<file path="src/rtl/credit_arb_pkg.sv">
// Shared types and helpers for the credit-based write arbiter.
// Holds the arbiter state encoding and the credit counter width rule.
package credit_arb_pkg;

   typedef enum logic {
      ARB_IDLE,
      ARB_HOLD
   } arb_state_t;

   // Counter must represent every value from 0 up to and including depth.
   function automatic int credit_w(input int depth);
      return $clog2(depth + 1);
   endfunction

endpackage

</file>
<file path="src/rtl/credit_write_arbiter_rr_picker.sv">
// Cyclic priority encoder: first set request at or after start, wrapping; purely combinational.
// Zero latency, no backpressure (found low when no request is set).
module rr_picker #(
   parameter int N  = 4,
   parameter int IW = $clog2(N)
) (
   input  logic [N-1:0]  req,
   input  logic [IW-1:0] start,
   output logic          found,
   output logic [IW-1:0] idx
);

   int            j;
   logic [IW-1:0] cand;

   // Walk from the farthest offset down so the closest hit is the last one written.
   always_comb begin
      found = 1'b0;
      idx   = '0;
      j     = 0;
      cand  = '0;
      for (int off = N - 1; off >= 0; off--) begin
         j = int'(start) + off;
         if (j >= N) begin
            j = j - N;
         end
         cand = IW'(j);
         if (req[cand]) begin
            found = 1'b1;
            idx   = cand;
         end
      end
   end

endmodule

</file>
<file path="src/rtl/credit_write_arbiter.sv">
// Round-robin, burst-bounded sharing of one credit-gated FIFO write port; 1-cycle issue to wvalid.
// Backpressure: req_ready drops when credits hit zero, freezing the current owner and burst.
module credit_write_arbiter
   import credit_arb_pkg::*;
#(
   parameter int NUM_REQ    = 4,
   parameter int DATA_WIDTH = 8,
   parameter int FIFO_DEPTH = 16,
   parameter int MAX_BURST  = 4
) (
   input  logic                              clk,
   input  logic                              reset_n,
   input  logic [NUM_REQ-1:0]                req_valid,
   input  logic [NUM_REQ*DATA_WIDTH-1:0]     req_data,
   output logic [NUM_REQ-1:0]                req_ready,
   output logic                              wvalid,
   output logic [DATA_WIDTH-1:0]             wdata,
   input  logic                              wcredit,
   output logic [credit_w(FIFO_DEPTH)-1:0]   credit_count,
   output logic [$clog2(NUM_REQ)-1:0]        grant_id,
   output logic                              err_overflow
);

   localparam int CW = credit_w(FIFO_DEPTH);
   localparam int IW = $clog2(NUM_REQ);
   localparam int BW = $clog2(MAX_BURST + 1);
   localparam logic [CW-1:0] CREDIT_FULL = CW'(FIFO_DEPTH);
   localparam logic [BW-1:0] BURST_LIMIT = BW'(MAX_BURST);
   localparam logic [IW-1:0] LAST_REQ    = IW'(NUM_REQ - 1);

   arb_state_t          state, state_n;
   logic [IW-1:0]       owner, owner_n, owner_inc;
   logic [IW-1:0]       rr_ptr, rr_ptr_n;
   logic [IW-1:0]       pick_start, pick_idx, sel_idx;
   logic [BW-1:0]       burst_cnt, burst_n;
   logic                pick_found, have_credit, owner_cont, issue;
   logic [DATA_WIDTH-1:0] issue_dat;

   assign have_credit = (credit_count != '0);
   assign owner_inc   = (owner == LAST_REQ) ? '0 : owner + 1'b1;
   assign owner_cont  = (state == ARB_HOLD) && req_valid[owner] && (burst_cnt < BURST_LIMIT);
   // Searching from owner+1 makes the outgoing owner the last candidate on rotation.
   assign pick_start  = (state == ARB_HOLD) ? owner_inc : rr_ptr;
   assign grant_id    = owner;

   rr_picker #(
      .N  (NUM_REQ),
      .IW (IW)
   ) u_picker (
      .req   (req_valid),
      .start (pick_start),
      .found (pick_found),
      .idx   (pick_idx)
   );

   always_comb begin
      state_n  = state;
      owner_n  = owner;
      burst_n  = burst_cnt;
      rr_ptr_n = rr_ptr;
      issue    = 1'b0;
      sel_idx  = owner;
      // Zero credits is a stall: every arbitration register holds its value.
      if (reset_n && have_credit) begin
         if (owner_cont) begin
            issue   = 1'b1;
            burst_n = burst_cnt + 1'b1;
         end else begin
            if (state == ARB_HOLD) begin
               rr_ptr_n = owner_inc;
            end
            if (pick_found) begin
               issue   = 1'b1;
               sel_idx = pick_idx;
               state_n = ARB_HOLD;
               owner_n = pick_idx;
               burst_n = BW'(1);
            end else begin
               state_n = ARB_IDLE;
            end
         end
      end
   end

   always_comb begin
      req_ready = '0;
      issue_dat = '0;
      if (issue) begin
         req_ready[sel_idx] = 1'b1;
      end
      for (int i = 0; i < NUM_REQ; i++) begin
         if (sel_idx == IW'(i)) begin
            issue_dat = req_data[i*DATA_WIDTH +: DATA_WIDTH];
         end
      end
   end

   always_ff @(posedge clk) begin
      if (!reset_n) begin
         state        <= ARB_IDLE;
         owner        <= '0;
         burst_cnt    <= '0;
         rr_ptr       <= '0;
         wvalid       <= 1'b0;
         wdata        <= '0;
         credit_count <= CREDIT_FULL;
         err_overflow <= 1'b0;
      end else begin
         state     <= state_n;
         owner     <= owner_n;
         burst_cnt <= burst_n;
         rr_ptr    <= rr_ptr_n;
         wvalid    <= issue;
         if (issue) begin
            wdata <= issue_dat;
         end
         // A simultaneous issue and return cancel out; a return into a full counter is an error.
         if (issue && !wcredit) begin
            credit_count <= credit_count - 1'b1;
         end else if (!issue && wcredit) begin
            if (credit_count == CREDIT_FULL) begin
               err_overflow <= 1'b1;
            end else begin
               credit_count <= credit_count + 1'b1;
            end
         end
      end
   end

endmodule

</file>
<file path="config.mk">
export PLATFORM = sky130hd
export DESIGN_NAME = credit_write_arbiter
export DESIGN_NICKNAME = d
export VERILOG_FILES = /design/src/rtl/credit_arb_pkg.sv /design/src/rtl/credit_write_arbiter_rr_picker.sv /design/src/rtl/credit_write_arbiter.sv
export SDC_FILE = /design/constraint.sdc
export NUM_CORES = 1
export LEC_CHECK = 0
export ABC_CLOCK_PERIOD_IN_PS = 3200
export CAP_MARGIN = 20
export CORE_ASPECT_RATIO = 0.7
export CORE_UTILIZATION = 25
export CTS_CLUSTER_SIZE = 20
export DETAILED_ROUTE_END_ITERATION = 10
export HOLD_SLACK_MARGIN = 0.02
export PLACE_DENSITY_LB_ADDON = 0.12
export SYNTH_ARGS = -nofsm -noshare
export SYNTH_HDL_FRONTEND = slang
export SYNTH_HIERARCHICAL = 1
export SYNTH_SLANG_ARGS = --single-unit
export TNS_END_PERCENT = 100
</file>
<file path="constraint.sdc">
create_clock -name clk -period 3.2 [get_ports clk]
set_input_delay 0.32 -clock clk [delete_from_list [all_inputs] [get_ports clk]]
set_output_delay 0.32 -clock clk [all_outputs]
set_load 0.05 [all_outputs]
</file>
==> results.toml <==
[timing]
timing.slew.headroom_pct = 66.2
setup_viol = 0
worst_slack_ns = 0.146
period_share_pct = 95.4
finalHoldViolCount = 0
rsz0062_at_grt = "no"
tightest_slew_ns = 0.506
max_freq_mhz = 327
finalMaxSlewViolations = 0
clock_skew_ns = 0.00527
period_minus_slack_ns = 3.05

[placement]
gp_congestion = 0.788
port_buffers = 59
place_ws_ns = -0.00745
hpwlAfterDp_mm = 4.65
placed_cell_area_mm2 = 0.00282

[logic_synthesis]
synth_cell_type_count = 47
ys_async_sr_fraction_pct = 0
synth_top_area_cell = "dfxtp_1"
synth_seq_cells = 23
avgSynthCellArea_um2 = 8.58
synthCells = 238
synth-edff-count = 0
synth_area_leaders = "dfxtp_1, o211ai_1, o2111ai_1, mux2i_1, ha_1"
synth_flop_cell = "dfxtp_1"
synth.cell_area_mm2 = 0.00204
synth_top_area_share_pct = 22.5
ys_seq_area_share_pct = 22.5
syn_nets = 284
synth_warnings = 6

[critical_path]
critPathCaptureType = "output port"
worst-path-max-fanout = 8
cp_slowest_stage_delay_ns = 0.38
worstPathArrival_ns = 2.73
critPathLaunch = "grant_id[0]$_SDFF_PN0_"
crit_family = "multiplexers"
required_ns = 2.88
worst_path_max_delay_cell = "dfxtp_4"
path_cells = "ha_1 -> mux2_2 -> mux2i_1 -> a211oi_2 -> and2_1 -> o211ai_1 -> mux2i_2 -> and3_1 -> buf_12"
start_kind = "flop"
reg2reg_from = "grant_id[0]$_SDFF_PN0_"
path_buf_inv = 1
worstSetupPathType = "reg -> out"

[global_route]
grt_max_degree = 45
grt_pass1_vias = 1919
overflow = 0
antenna_found_initial = 0
grt_pass1_wl_mm = 10.0
grt_util_all_layers_pct = 15.2

[cells_and_area]
final_cell_mix = "clkdlybuf4s50_1, o211ai_1, dfxtp_1, buf_4, o2111ai_1"
syn_to_final_growth_pct = 42.9
nNetsFinal = 344
diodes = 0
layout-drive-gt1-share_pct = 14.8
fin_area_mm2 = 0.00292
post-route-util_pct = 36.9
mostFrequentLayoutCell = "clkdlybuf4s50_1"

[routing]
wl_mm = 6.33
wl_per_cell_um = 15.9
drc = 0
antenna_left = 0
drt-pass1-iter-count = 4
vias = 2091
drt_iter0_markers = 117
viasPerCell = 5.25

[power_and_ir_drop]
power_leakage_nw = 1.06
ir_drop_v = 0.000273
powerDensity_mw_per_mm2 = 655
power.total_mw = 1.91

[clock_tree]
clk_pin_slew_ns = 0.07
cts_made_buffers = 3
ctsHoldBuffers = 0
cts_max_path_buffers = 2
htree_num_levels = 1
cts_tree = "yes"
root_buffer = "clkbuf_16"
cts_sinks = 23
clk_latency_ns = 0.26

[run_status]
status = "complete, no violations"

[die]
num_rows = 27
die_y_um = 77.6
boundaryPins = 60
start_util_pct = 25.8
dieArea_mm2 = 0.00854
dieWidth_um = 110
core_mm2 = 0.00791

[worst_hold_path]
hp-class = "reg -> reg"
hold_start = "wdata[4]$_SDFFE_PN0P_"

[job]
max-cap-violations = 0
==> worst paths after layout <==
check             cells past startpoint  slack, ns                            to
setup / recovery                      9       0.15                  req_ready[1]
hold / removal                        2       0.48         wdata[4]$_SDFFE_PN0P_
setup reg to reg                     12       0.38  credit_count[4]$_SDFFE_PN1P_
hold reg to reg                       2       0.48         wdata[4]$_SDFFE_PN0P_
==> power breakdown <==
group	internal (mW)	switching [mW]
Combinational	0.470	0.705
Clock	0.171	0.115
Sequential	0.370	0.0833
==> area by class of cell <==
| type | count | area (um^2) |
|---|---|---|
| tap | 101 | 126 |
| sequential | 23 | 473 |
| inverter | 6 | 22.5 |
| timing repair buffer | 78 | 773 |
| multi-input combinational | 186 | 1450 |
| clock buffer | 4 | 78.8 |
| fill | 840 | 4980 |
==> state kept, by name, summed over array words and instances, names as in the netlist <==
register	cells
burst_cnt	3
wdata	8
rr_ptr	2
err_overflow	1
grant_id	2
state	1
wvalid	1
credit_count	5
==> Yosys cell counts, types with 3 or more instances <==
library cell / n
dfxtp_1: 23
o211ai_1: 19
o2111ai_1: 16
nand2_1: 14
mux2i_1: 13
clkbuf_1: 12
and3_1: 10
nand3_1: 9
nand4_1: 8
nor2_1: 8
nor4b_1: 8
o311ai_1: 8
ha_1: 7
nor2b_1: 7
a21boi_0: 6
inv_1: 6
a21oi_1: 5
and2_1: 5
buf_6: 5
o21ai_0: 5
buf_2: 4
mux2_2: 4
nand3b_1: 4
nand2b_1: 3
==> tightest hold or removal path: cells and delay by family, from the launching register on <==
kind,cells,cell delay [ns]
flip-flops,1,0.33
AND/OR/NAND/NOR,2,0.12
==> per-layer routing <==
| metal | vias up | part of all wire [%] | global-route usage (%) |
|---|---|---|---|
| met1 | 982 | 52 | 22.8 |
| met4 | 0 | 0.46 | 2.00 |
| li1 | 1059 | - | - |
| met2 | 48 | 42 | 22.1 |
| met3 | 2 | 6.1 | 3.45 |
| met5 | - | 0 | 0 |
==> what timing repair did <==
action / in CTS / in global routing
setup endpoints to repair: 0 / 3
buffers inserted: 0 / 3
gates resized for setup: 0 / 1
==> logic make-up (layout without fill, tap and decap cells) <==
family / after synthesis / after routing / share of synthesized area [%]
DFF: 23 / 23 / 22.5
muxes: 18 / 18 / 9.25
buffers and inverters: 29 / 88 / 7.78
xor gates and xnor gates: 4 / 4 / 1.71
AOI/OAI and AO/OA: 71 / 71 / 27.6
adders and majority gates: 7 / 7 / 4.29
and+or+nand+nor: 86 / 86 / 26.9
==> through the flow <==
step,setup TNS [ns],hold WS [ns],std cells
5_1_grt,0,0.513,398
3_5_place_dp,-0.00745,0.467,391
3_3_place_gp,0,0.467,391
6_report,0,0.481,398
2_1_floorplan,0,0.455,238
4_1_cts,0,0.485,395
(Power assumes the default switching activity.)
